--- src/rtl/datapath_elastic.sv ---
// Elastic add/subtract datapath: the result is computed at the input, then carried through
// STAGES valid/ready register stages with an overflow sticky flag at the output.
module datapath_elastic #(
   parameter int unsigned N      = 16,
   parameter int unsigned STAGES = 2
) (
   input  logic         clk,
   input  logic         rst_n,
   input  logic [N-1:0] A,
   input  logic [N-1:0] B,
   input  logic [2:0]   opcode,
   input  logic         sat,
   input  logic         in_valid,
   output logic         in_ready,
   output logic [N-1:0] Y,
   output logic         co,
   output logic         ov,
   output logic         zero,
   output logic         neg,
   output logic         out_valid,
   input  logic         out_ready,
   output logic         ov_sticky,
   input  logic         ov_clr
);

   localparam int unsigned Last = STAGES - 1;

   logic [N-1:0] op2, op2x, res_y;
   logic [N:0]   sum;
   logic         res_ov;

   always_comb begin
      op2    = opcode[2] ? '0 : B;
      op2x   = opcode[1] ? ~op2 : op2;
      sum    = {1'b0, A} + {1'b0, op2x} + {{N{1'b0}}, opcode[0]};
      res_ov = (A[N-1] == op2x[N-1]) && (sum[N-1] != A[N-1]);
      if (sat && res_ov) begin
         res_y = A[N-1] ? {1'b1, {(N-1){1'b0}}} : {1'b0, {(N-1){1'b1}}};
      end else begin
         res_y = sum[N-1:0];
      end
   end

   logic [STAGES-1:0] vld_q, co_q, ov_q, zero_q, neg_q;
   logic [N-1:0]      y_q [STAGES];

   logic [STAGES-1:0] src_vld, src_co, src_ov, src_zero, src_neg;
   logic [N-1:0]      src_y [STAGES];
   logic [STAGES-1:0] ld;
   logic              full_above;

   // Stage 0 is fed by the freshly computed result; stage k by stage k-1.
   always_comb begin
      src_vld     = '0;
      src_co      = '0;
      src_ov      = '0;
      src_zero    = '0;
      src_neg     = '0;
      src_vld[0]  = in_valid;
      src_y[0]    = res_y;
      src_co[0]   = sum[N];
      src_ov[0]   = res_ov;
      src_zero[0] = (res_y == '0);
      src_neg[0]  = res_y[N-1];
      for (int k = 1; k < int'(STAGES); k++) begin
         src_vld[k]  = vld_q[k-1];
         src_y[k]    = y_q[k-1];
         src_co[k]   = co_q[k-1];
         src_ov[k]   = ov_q[k-1];
         src_zero[k] = zero_q[k-1];
         src_neg[k]  = neg_q[k-1];
      end
   end

   // A stage may load unless it and every stage after it are full while the output stalls.
   always_comb begin
      ld         = '0;
      full_above = 1'b1;
      for (int k = int'(STAGES) - 1; k >= 0; k--) begin
         full_above = full_above & vld_q[k];
         ld[k]      = out_ready | ~full_above;
      end
   end

   always_ff @(posedge clk) begin
      if (!rst_n) begin
         vld_q     <= '0;
         co_q      <= '0;
         ov_q      <= '0;
         zero_q    <= '0;
         neg_q     <= '0;
         ov_sticky <= 1'b0;
         for (int k = 0; k < int'(STAGES); k++) begin
            y_q[k] <= '0;
         end
      end else begin
         for (int k = 0; k < int'(STAGES); k++) begin
            if (ld[k]) begin
               vld_q[k] <= src_vld[k];
               // Bubbles leave the payload untouched so stalled outputs stay stable.
               if (src_vld[k]) begin
                  y_q[k]    <= src_y[k];
                  co_q[k]   <= src_co[k];
                  ov_q[k]   <= src_ov[k];
                  zero_q[k] <= src_zero[k];
                  neg_q[k]  <= src_neg[k];
               end
            end
         end
         if (vld_q[Last] && out_ready && ov_q[Last]) begin
            ov_sticky <= 1'b1;
         end else if (ov_clr) begin
            ov_sticky <= 1'b0;
         end
      end
   end

   assign in_ready  = ld[0];
   assign out_valid = vld_q[Last];
   assign Y         = y_q[Last];
   assign co        = co_q[Last];
   assign ov        = ov_q[Last];
   assign zero      = zero_q[Last];
   assign neg       = neg_q[Last];

endmodule
--- config.mk ---
export PLATFORM = sky130hd
export DESIGN_NAME = datapath_elastic
export DESIGN_NICKNAME = d
export VERILOG_FILES = /design/src/rtl/datapath_elastic.sv
export SDC_FILE = /design/constraint.sdc
export NUM_CORES = 1
export LEC_CHECK = 0
export ABC_AREA = 1
export CAP_MARGIN = 20
export CORE_UTILIZATION = 40
export DETAILED_ROUTE_END_ITERATION = 12
export PLACE_DENSITY = 0.71
export SYNTH_ARGS = -nofsm -noshare
export SYNTH_HDL_FRONTEND = slang
export SYNTH_SLANG_ARGS = --single-unit
--- constraint.sdc ---
create_clock -name clk -period 8.29 [get_ports clk]
set_input_delay 1.2435 -clock clk [delete_from_list [all_inputs] [get_ports clk]]
set_output_delay 1.2435 -clock clk [all_outputs]
set_load 0.005 [all_outputs]
==> impl_metrics.ini, run 1 <==
[sta]
worst_pin_slew_ps = 823.5
finalHoldViolCount = 0
finalClockSkew_ps = 4.554
fmax_mhz = 236.6
maxSlewHeadroom = 0.4493
setup_viol = 0
min_period_ps = 4226
min_period_over_period = 0.5098
holdWs_ps = 464.3
setup_tns_ps = 0
grt_setup_unrepaired = no
slew_violations = 0

[detailed_routing]
drc = 0
detail_route.wl_per_cell_um = 9.830
ant_nets = 0
drt_iter0_markers = 98
first_pass_iters = 4
num_vias = 2336
avgViaCountPerCell = 4.475
wl_mm = 5.131

[pwr]
power.density_nw_per_um2 = 175.9
p_int_mw = 0.4699
pwr-share-comb = 0.319
p_seq_frac = 0.398
net-switching-power_mw = 0.1906
p_leak_nw = 1.750
power_frac_clock = 0.283
p_sw_frac = 0.2886
ir_worst_vdd_mv = 0.05931

[layout]
layout-drive-gt1-share = 0.07746
fillers = 657
area_delta_synth_final_pct = 29.79
fin_area_um2 = 3756
nNetsFinal = 483
finalNonFillerCells = 522
antennaDiodeCount = 0

[setup_path]
cp_num_buf_inv = 1
crit_path_start_kind = input port
path_depth = 12
endpoint = y_q[0][14]$_SDFFCE_PN0P_
r2r_setup_slack_ps = 6390
slowest_delay_ps = 1010
cp_top_family = buffers and inverters
path_max_fanout = 16
r2r_start = vld_q[1]$_SDFFE_PN0N_
path_cells = clkdlybuf4s50_1 > xor2_1 > fa_1 > fa_1 > o21ai_2 > nand4_1 > nand3_1 > nand2_1 > nand2_1 > xor2_1 > nand2_1 > a21oi_1
crit_top_cell = nand2_1
startpoint = opcode[1]
rr_endpoint = y_q[0][8]$_SDFFCE_PN0P_
cp.arrival_ps = 4350
r2r_cells = 8
endpoint_kind = flop
critPathKind = input port to flop
slowest_stage = clkdlybuf4s50_1
worst_ep_required_time_ps = 8420

[clock_tree]
cts_tree = yes
numClockSinks = 43
clk_pin_slew_ps = 80
cts_buffer_depth = 2
cts_htree_levels = 2
cts_buffers = 5
clk_latency_ps = 290
post_cts_resized = 0
post_cts_buffers = 0
clockRootBuffer = clkbuf_8
cts_hold_buf = 0

[yosys]
syn-cell-area_um2 = 2894
yosys_warnings = 0
synthCells = 362
synthTopCellsByCount = nand2_1 (74), inv_1 (70), nor2_1 (37), edfxtp_1 (32), a21oi_1 (26)
seq_area_frac_synth = 0.4081
yosys.area.top_type_share = 0.3320
synth_largest_area_cell = edfxtp_1
yosysMostFrequentCell = nand2_1
synthDistinctLibCells = 32
syn_avg_cell_area_um2 = 7.995
synth_top_flop_cell = edfxtp_1
async_flop_share = 0
synth_edf_count = 32
ys_top_cells_by_area = edfxtp_1 (33%), nand2_1 (9.6%), inv_1 (9.1%)
synth_fp_nets = 420
synth-seq-cells = 43

[die]
coreArea_um2 = 6907
pin_count = 64
fp-row-count = 30
die_w_um = 87.06
start_util = 0.4190
dieArea_um2 = 7579
die_y_um = 87.06

[worst_hold_path]
hold_class = flop to flop
whs_path_depth = 2

[place]
dpl_cell_area_um2 = 3612
io_buffers = 63
dp_hpwl_mm = 4.251
dp.cells = 513
gp_congestion = 0.8346

[grt]
track_usage = 0.1509
grt_pass1_vias = 2160
antenna_found_initial = 0
grt_pass1_wl_mm = 9.128
grt-ovfl-total = 0
grt_max_degree = 33

[outcome]
status = complete, no violations

[job]
drv_cap = 0
-- worst min-delay path: stages (launching register included) --
cell     delay [ps]
dfxtp_1         330
nand2_1          60
nand2_1          40
-- area by class of cell --
type                       instances  area (µm²)  share of cell area
multi-input combinational        237        1403              0.3734
sequential                        43        1181              0.3145
timing repair buffer              64       641.9              0.1709
inverter                          74       277.8             0.07395
tap                               96       120.1             0.03198
clock buffer                       6       72.57             0.01932
clock inverter                     2       60.06             0.01599
-- stage by stage --
stage                     power [mW]    util  setup WS [ps]
after floorplan               0.4131       -           4492
after global routing          0.7070  0.5438           3840
after global placement        0.4733  0.5230           3864
after detailed placement      0.4784  0.5230           3763
after CTS                     0.6657  0.5422           4063
final                         0.6605  0.5438           4064
-- cells in the final DEF, fill, tap and decap left out, types with 5 or more instances in the layout --
| master | n |
|---|---|
| a21oi_1 | 26 |
| clkbuf_8 | 5 |
| clkdlybuf4s50_1 | 63 |
| dfxtp_1 | 11 |
| edfxtp_1 | 32 |
| ha_1 | 15 |
| inv_1 | 70 |
| nand2_1 | 74 |
| nand2_2 | 9 |
| nand3_1 | 14 |
| nor2_1 | 36 |
| o21ai_0 | 9 |
| xor2_1 | 23 |
-- cells by family after synthesis --
group,count (synthesis),share of synthesized area
buffers and inverters,82,0.1081
XOR/XNOR,26,0.07869
AO/OA/AOI/OAI,49,0.09944
adder cells (fa/ha/maj),17,0.07869
flip-flops,43,0.4081
AND/OR/NAND/NOR,145,0.2270
-- layer usage --
layer,up-vias,global-route usage,wire length [µm]
met5,-,0,0
met4,0,0.06818,112
li1,1263,-,-
met2,75,0.2606,2426
met3,11,0.02464,234
met1,987,0.1844,2358
-- power groups by stage --
stage	Clock [mW]	Sequential, mW	Combinational [mW]
CTS	0.192	0.263	0.211
detailed placement	0	0.268	0.210
finish	0.187	0.263	0.211
global route	0.202	0.265	0.241
global placement	0	0.267	0.206
floorplan	0	0.268	0.145
-- worst min-delay path by stage --
stage                                      start                      to
after CTS                 zero_q[0]$_SDFFE_PN0P_  zero_q[1]$_SDFFE_PN0P_
after global placement    ov_sticky$_SDFFE_PN0P_  ov_sticky$_SDFFE_PN0P_
after floorplan           zero_q[0]$_SDFFE_PN0P_  zero_q[1]$_SDFFE_PN0P_
final                     zero_q[0]$_SDFFE_PN0P_  zero_q[1]$_SDFFE_PN0P_
after detailed placement  zero_q[0]$_SDFFE_PN0P_  zero_q[1]$_SDFFE_PN0P_
after global routing      zero_q[0]$_SDFFE_PN0P_  zero_q[1]$_SDFFE_PN0P_
-- flip-flops by register name, indices dropped and copies added (netlist names) --
| signal | flops |
|---|---|
| co_q | 2 |
| neg_q | 2 |
| ov_q | 2 |
| ov_sticky | 1 |
| vld_q | 2 |
| y_q | 32 |
| zero_q | 2 |
(Power assumes the default switching activity.)
==> run 2, diff against run 1 <==
- clock period: 8.29 -> 4.28 ns (I/O delays scaled with it)
==> impl_metrics.ini, run 2 (synthesis results as in run 1) <==
[clock_tree]
cts_buffers = 5
cts_htree_levels = 2
clockRootBuffer = clkbuf_8
post_cts_buffers = 0
post_cts_resized = 0
numClockSinks = 43
clk_pin_slew_ps = 70
cts_tree = yes
clk_latency_ps = 280
cts_buffer_depth = 2
cts_hold_buf = 0

[sta]
finalClockSkew_ps = 3.070
setup_tns_ps = 0
maxSlewHeadroom = 0.5406
grt_setup_unrepaired = no
worst_pin_slew_ps = 688.4
setup_viol = 0
layout_setup_ws_ps = 850.8
min_period_over_period = 0.8012
slew_violations = 0
fmax_mhz = 291.6
finalHoldViolCount = 0
min_period_ps = 3429

[layout]
multi_input_area_um2 = 1403
finalNonFillerCells = 523
most-common-layout-cells = nand2_1 (74), inv_1 (70), clkdlybuf4s50_1 (63)
register_area_um2 = 1181
area_delta_synth_final_pct = 28.27
nNetsFinal = 484
fin_area_um2 = 3712
layout-drive-gt1-share = 0.07728
antennaDiodeCount = 0
largest_reg_flops = 32
fillers = 684
layout_commonest_cell = nand2_1
regMostFlops = y_q

[detailed_routing]
num_vias = 2358
drc = 0
detail_route.wl_per_cell_um = 10.21
drt_iter0_markers = 81
ant_nets = 0
first_pass_iters = 4
avgViaCountPerCell = 4.509
wl_mm = 5.341

[place]
dp.cells = 514
dpl_cell_area_um2 = 3620
gp_congestion = 0.8192
place_ws_ps = 538.8
dp_hpwl_mm = 4.424
io_buffers = 63

[die]
start_util = 0.4190
pin_count = 64
die_y_um = 87.06
coreArea_um2 = 6907
dieArea_um2 = 7579
die_w_um = 87.06
fp-row-count = 30

[setup_path]
worst_ep_required_time_ps = 4410
r2r_cells = 8
endpoint_kind = flop
crit_path_start_kind = input port
critPathKind = input port to flop
cp.arrival_ps = 3560
path_max_fanout = 16

[pwr]
p_sw_frac = 0.3170
pwr-share-comb = 0.355
p_int_mw = 0.7918
p_leak_nw = 1.731
ir_worst_vdd_mv = 0.1222
power.density_nw_per_um2 = 312.3
net-switching-power_mw = 0.3674
p_total_mw = 1.159
p_seq_frac = 0.440
power_frac_clock = 0.205

[grt]
antenna_found_initial = 0
grt-ovfl-total = 0
grt_pass1_wl_mm = 9.604
track_usage = 0.1583
grt_pass1_vias = 2295
grt_max_degree = 33

[worst_hold_path]
whs_path_depth = 2
hold_class = flop to flop

[job]
drv_cap = 0

[outcome]
status = complete, no violations
-- run 2: final timing paths --
path	start	endpoint	slack, ps
setup / recovery	opcode[2]	y_q[0][14]$_SDFFCE_PN0P_	850
hold / removal	zero_q[0]$_SDFFE_PN0P_	zero_q[1]$_SDFFE_PN0P_	470
setup reg to reg	vld_q[1]$_SDFFE_PN0N_	y_q[0][0]$_SDFFCE_PN0P_	2410
hold reg to reg	zero_q[0]$_SDFFE_PN0P_	zero_q[1]$_SDFFE_PN0P_	470
-- run 2: worst max-delay path: stages --
cell and delay, ps:
clkdlybuf4s50_1 390, inv_1 310, nand2_1 120, xor2_1 170, fa_1 420, fa_1 430, o21ai_2 250, nand4_1 160
nand3_1 120, nand2_1 50, nand2_1 90, xor2_1 190, nand2_1 70, a21oi_1 130
-- run 2: final cells by class --
| class | instances | area share |
|---|---|---|
| clock buffers | 7 | 0.02056 |
| multi-input cells | 237 | 0.3778 |
| well taps | 96 | 0.03236 |
| inverters | 74 | 0.07482 |
| flip-flops and latches | 43 | 0.3182 |
| repair buffers | 65 | 0.1749 |
| clock inverters | 1 | 0.001348 |
-- run 2: layer usage --
metal	part of all wire	GRT usage	wire length, µm
met1	0.46	0.1907	2457
met2	0.48	0.2863	2587
met3	0.032	0.01706	170
met4	0.024	0.06515	126
met5	0	0	0
-- run 2: power by group through the flow --
stage	Combinational [mW]	Sequential, mW	Clock (mW)
floorplan	0.280	0.520	0
global placement	0.399	0.518	0
detailed placement	0.409	0.520	0
CTS	0.411	0.511	0.242
global route	0.470	0.514	0.262
finish	0.411	0.510	0.238
-- run 2: metrics by stage --
step / utilization / hold WS (ps)
floorplan: - / 419.1
global placement: 0.5241 / 455.4
detailed placement: 0.5241 / 457.7
CTS: 0.5359 / 471.0
global route: 0.5375 / 492.6
finish: 0.5375 / 469.6
==> run 3, diff against run 2 <==
- clock period: 4.28 -> 3.5 ns (I/O delays scaled with it)
==> impl_metrics.ini, run 3 (synthesis results as in run 1) <==
[layout]
finalNonFillerCells = 525
largest_reg_flops = 32
fin_area_um2 = 3727
most-common-layout-cells = nand2_1 (74), inv_1 (70), clkdlybuf4s50_1 (63)
layout_commonest_cell = nand2_1
area_delta_synth_final_pct = 28.79
multi_input_area_um2 = 1403
register_area_um2 = 1181
fillers = 687
regMostFlops = y_q
antennaDiodeCount = 0
layout-drive-gt1-share = 0.08392
nNetsFinal = 486

[clock_tree]
cts_htree_levels = 2
cts_buffer_depth = 2
clockRootBuffer = clkbuf_8
cts_hold_buf = 0
post_cts_buffers = 0
numClockSinks = 43
clk_latency_ps = 290
cts_tree = yes
cts_buffers = 5
post_cts_resized = 0
clk_pin_slew_ps = 80

[sta]
setup_tns_ps = 0
grt_setup_unrepaired = no
holdWs_ps = 465.7
finalHoldViolCount = 0
maxSlewHeadroom = 0.5667
layout_setup_ws_ps = 463.2
setup_viol = 0
min_period_over_period = 0.8677
finalClockSkew_ps = 7.584
fmax_mhz = 329.3
min_period_ps = 3037
slew_violations = 0
worst_pin_slew_ps = 649.3

[place]
dp.cells = 517
dp_hpwl_mm = 4.325
io_buffers = 63
dpl_cell_area_um2 = 3642
place_ws_ps = 131.3
gp_congestion = 0.8425

[grt]
grt_max_degree = 33
grt-ovfl-total = 0
antenna_found_initial = 0
grt_pass1_wl_mm = 9.349
track_usage = 0.1545
grt_pass1_vias = 2244

[pwr]
net-switching-power_mw = 0.4554
p_int_mw = 0.9688
p_leak_nw = 1.738
power_frac_clock = 0.209
p_sw_frac = 0.3197
ir_worst_vdd_mv = 0.1377
p_seq_frac = 0.437
power.density_nw_per_um2 = 382.1
pwr-share-comb = 0.354

[setup_path]
path_cells = clkdlybuf4s50_1 > buf_4 > xor2_1 > inv_1 > ha_1 > nand2_1 > nor2_1 > a21oi_4 > nand2_2 > nand2_2 > nand4_4 > inv_1 > nor2_1 > nor2_1 > nor2_1
crit_top_cell = nor2_1
slowest_stage = clkdlybuf4s50_1
path_max_fanout = 19
crit_path_start_kind = input port
slowest_delay_ps = 490
worst_ep_required_time_ps = 3540
endpoint_kind = flop
cp.arrival_ps = 3080
critPathKind = input port to flop

[detailed_routing]
drc = 0
ant_nets = 0
wl_mm = 5.189
num_vias = 2333
drt_iter0_markers = 121
detail_route.wl_per_cell_um = 9.884
first_pass_iters = 4
avgViaCountPerCell = 4.444

[die]
fp-row-count = 30
pin_count = 64
coreArea_um2 = 6907
dieArea_um2 = 7579
die_w_um = 87.06
die_y_um = 87.06
start_util = 0.4190

[job]
drv_cap = 0

[outcome]
status = complete, no violations

[worst_hold_path]
hold_class = flop to flop
-- run 3: cell types whose count changed in the layout (fill, tap and decap cells not counted) --
cell	before	now
buf_4	1	4
clkbuf_1	2	1
clkinvlp_4	0	1
buf_6	1	0
-- run 3: layout make-up --
type / instances / share of cell area
inverter: 74 / 0.07452
timing repair buffer: 67 / 0.1772
sequential: 43 / 0.3169
tap: 96 / 0.03223
clock buffer: 6 / 0.01947
clock inverter: 2 / 0.003357
multi-input combinational: 237 / 0.3763
-- run 3: power by group through the flow --
stage	combinational (mW)	clock, mW	sequential (mW)
2_1_floorplan	0.343	0	0.636
3_3_place_gp	0.495	0	0.633
3_5_place_dp	0.504	0	0.634
5_1_grt	0.575	0.329	0.626
6_report	0.504	0.298	0.622
4_1_cts	0.507	0.309	0.622
-- run 3: metrics by stage --
step | power, mW | util
finish | 1.424 | 0.5397
global route | 1.530 | 0.5397
CTS | 1.439 | 0.5397
detailed placement | 1.138 | 0.5274
global placement | 1.128 | 0.5274
floorplan | 0.9785 | -
-- run 3: worst max-delay path, delay by kind of cell --
kind	cells	cell delay, ps
buffers and inverters	4	940
AND/OR/NAND/NOR	8	900
adder cells (fa/ha/maj)	1	340
AO/OA/AOI/OAI	1	200
XOR/XNOR	1	170
-- run 3: path summary, 6_finish.rpt --
check / startpoint / endpoint / slack [ps] / cells past startpoint
max reg2reg: vld_q[1]$_SDFFE_PN0N_ / y_q[0][11]$_SDFFCE_PN0P_ / 1940 / 8
max: opcode[1] / y_q[0][2]$_SDFFCE_PN0P_ / 460 / 15
min: ov_sticky$_SDFFE_PN0P_ / ov_sticky$_SDFFE_PN0P_ / 470 / 2
min reg2reg: ov_sticky$_SDFFE_PN0P_ / ov_sticky$_SDFFE_PN0P_ / 470 / 2
-- run 3: metal layers --
layer  routed length (µm)  track usage  up-vias
li1                     -            -     1269
met1                 2355       0.1784      999
met2                 2568       0.2820       58
met3                  181      0.02370        7
met4                   83      0.06667        0
met5                    0            0        -
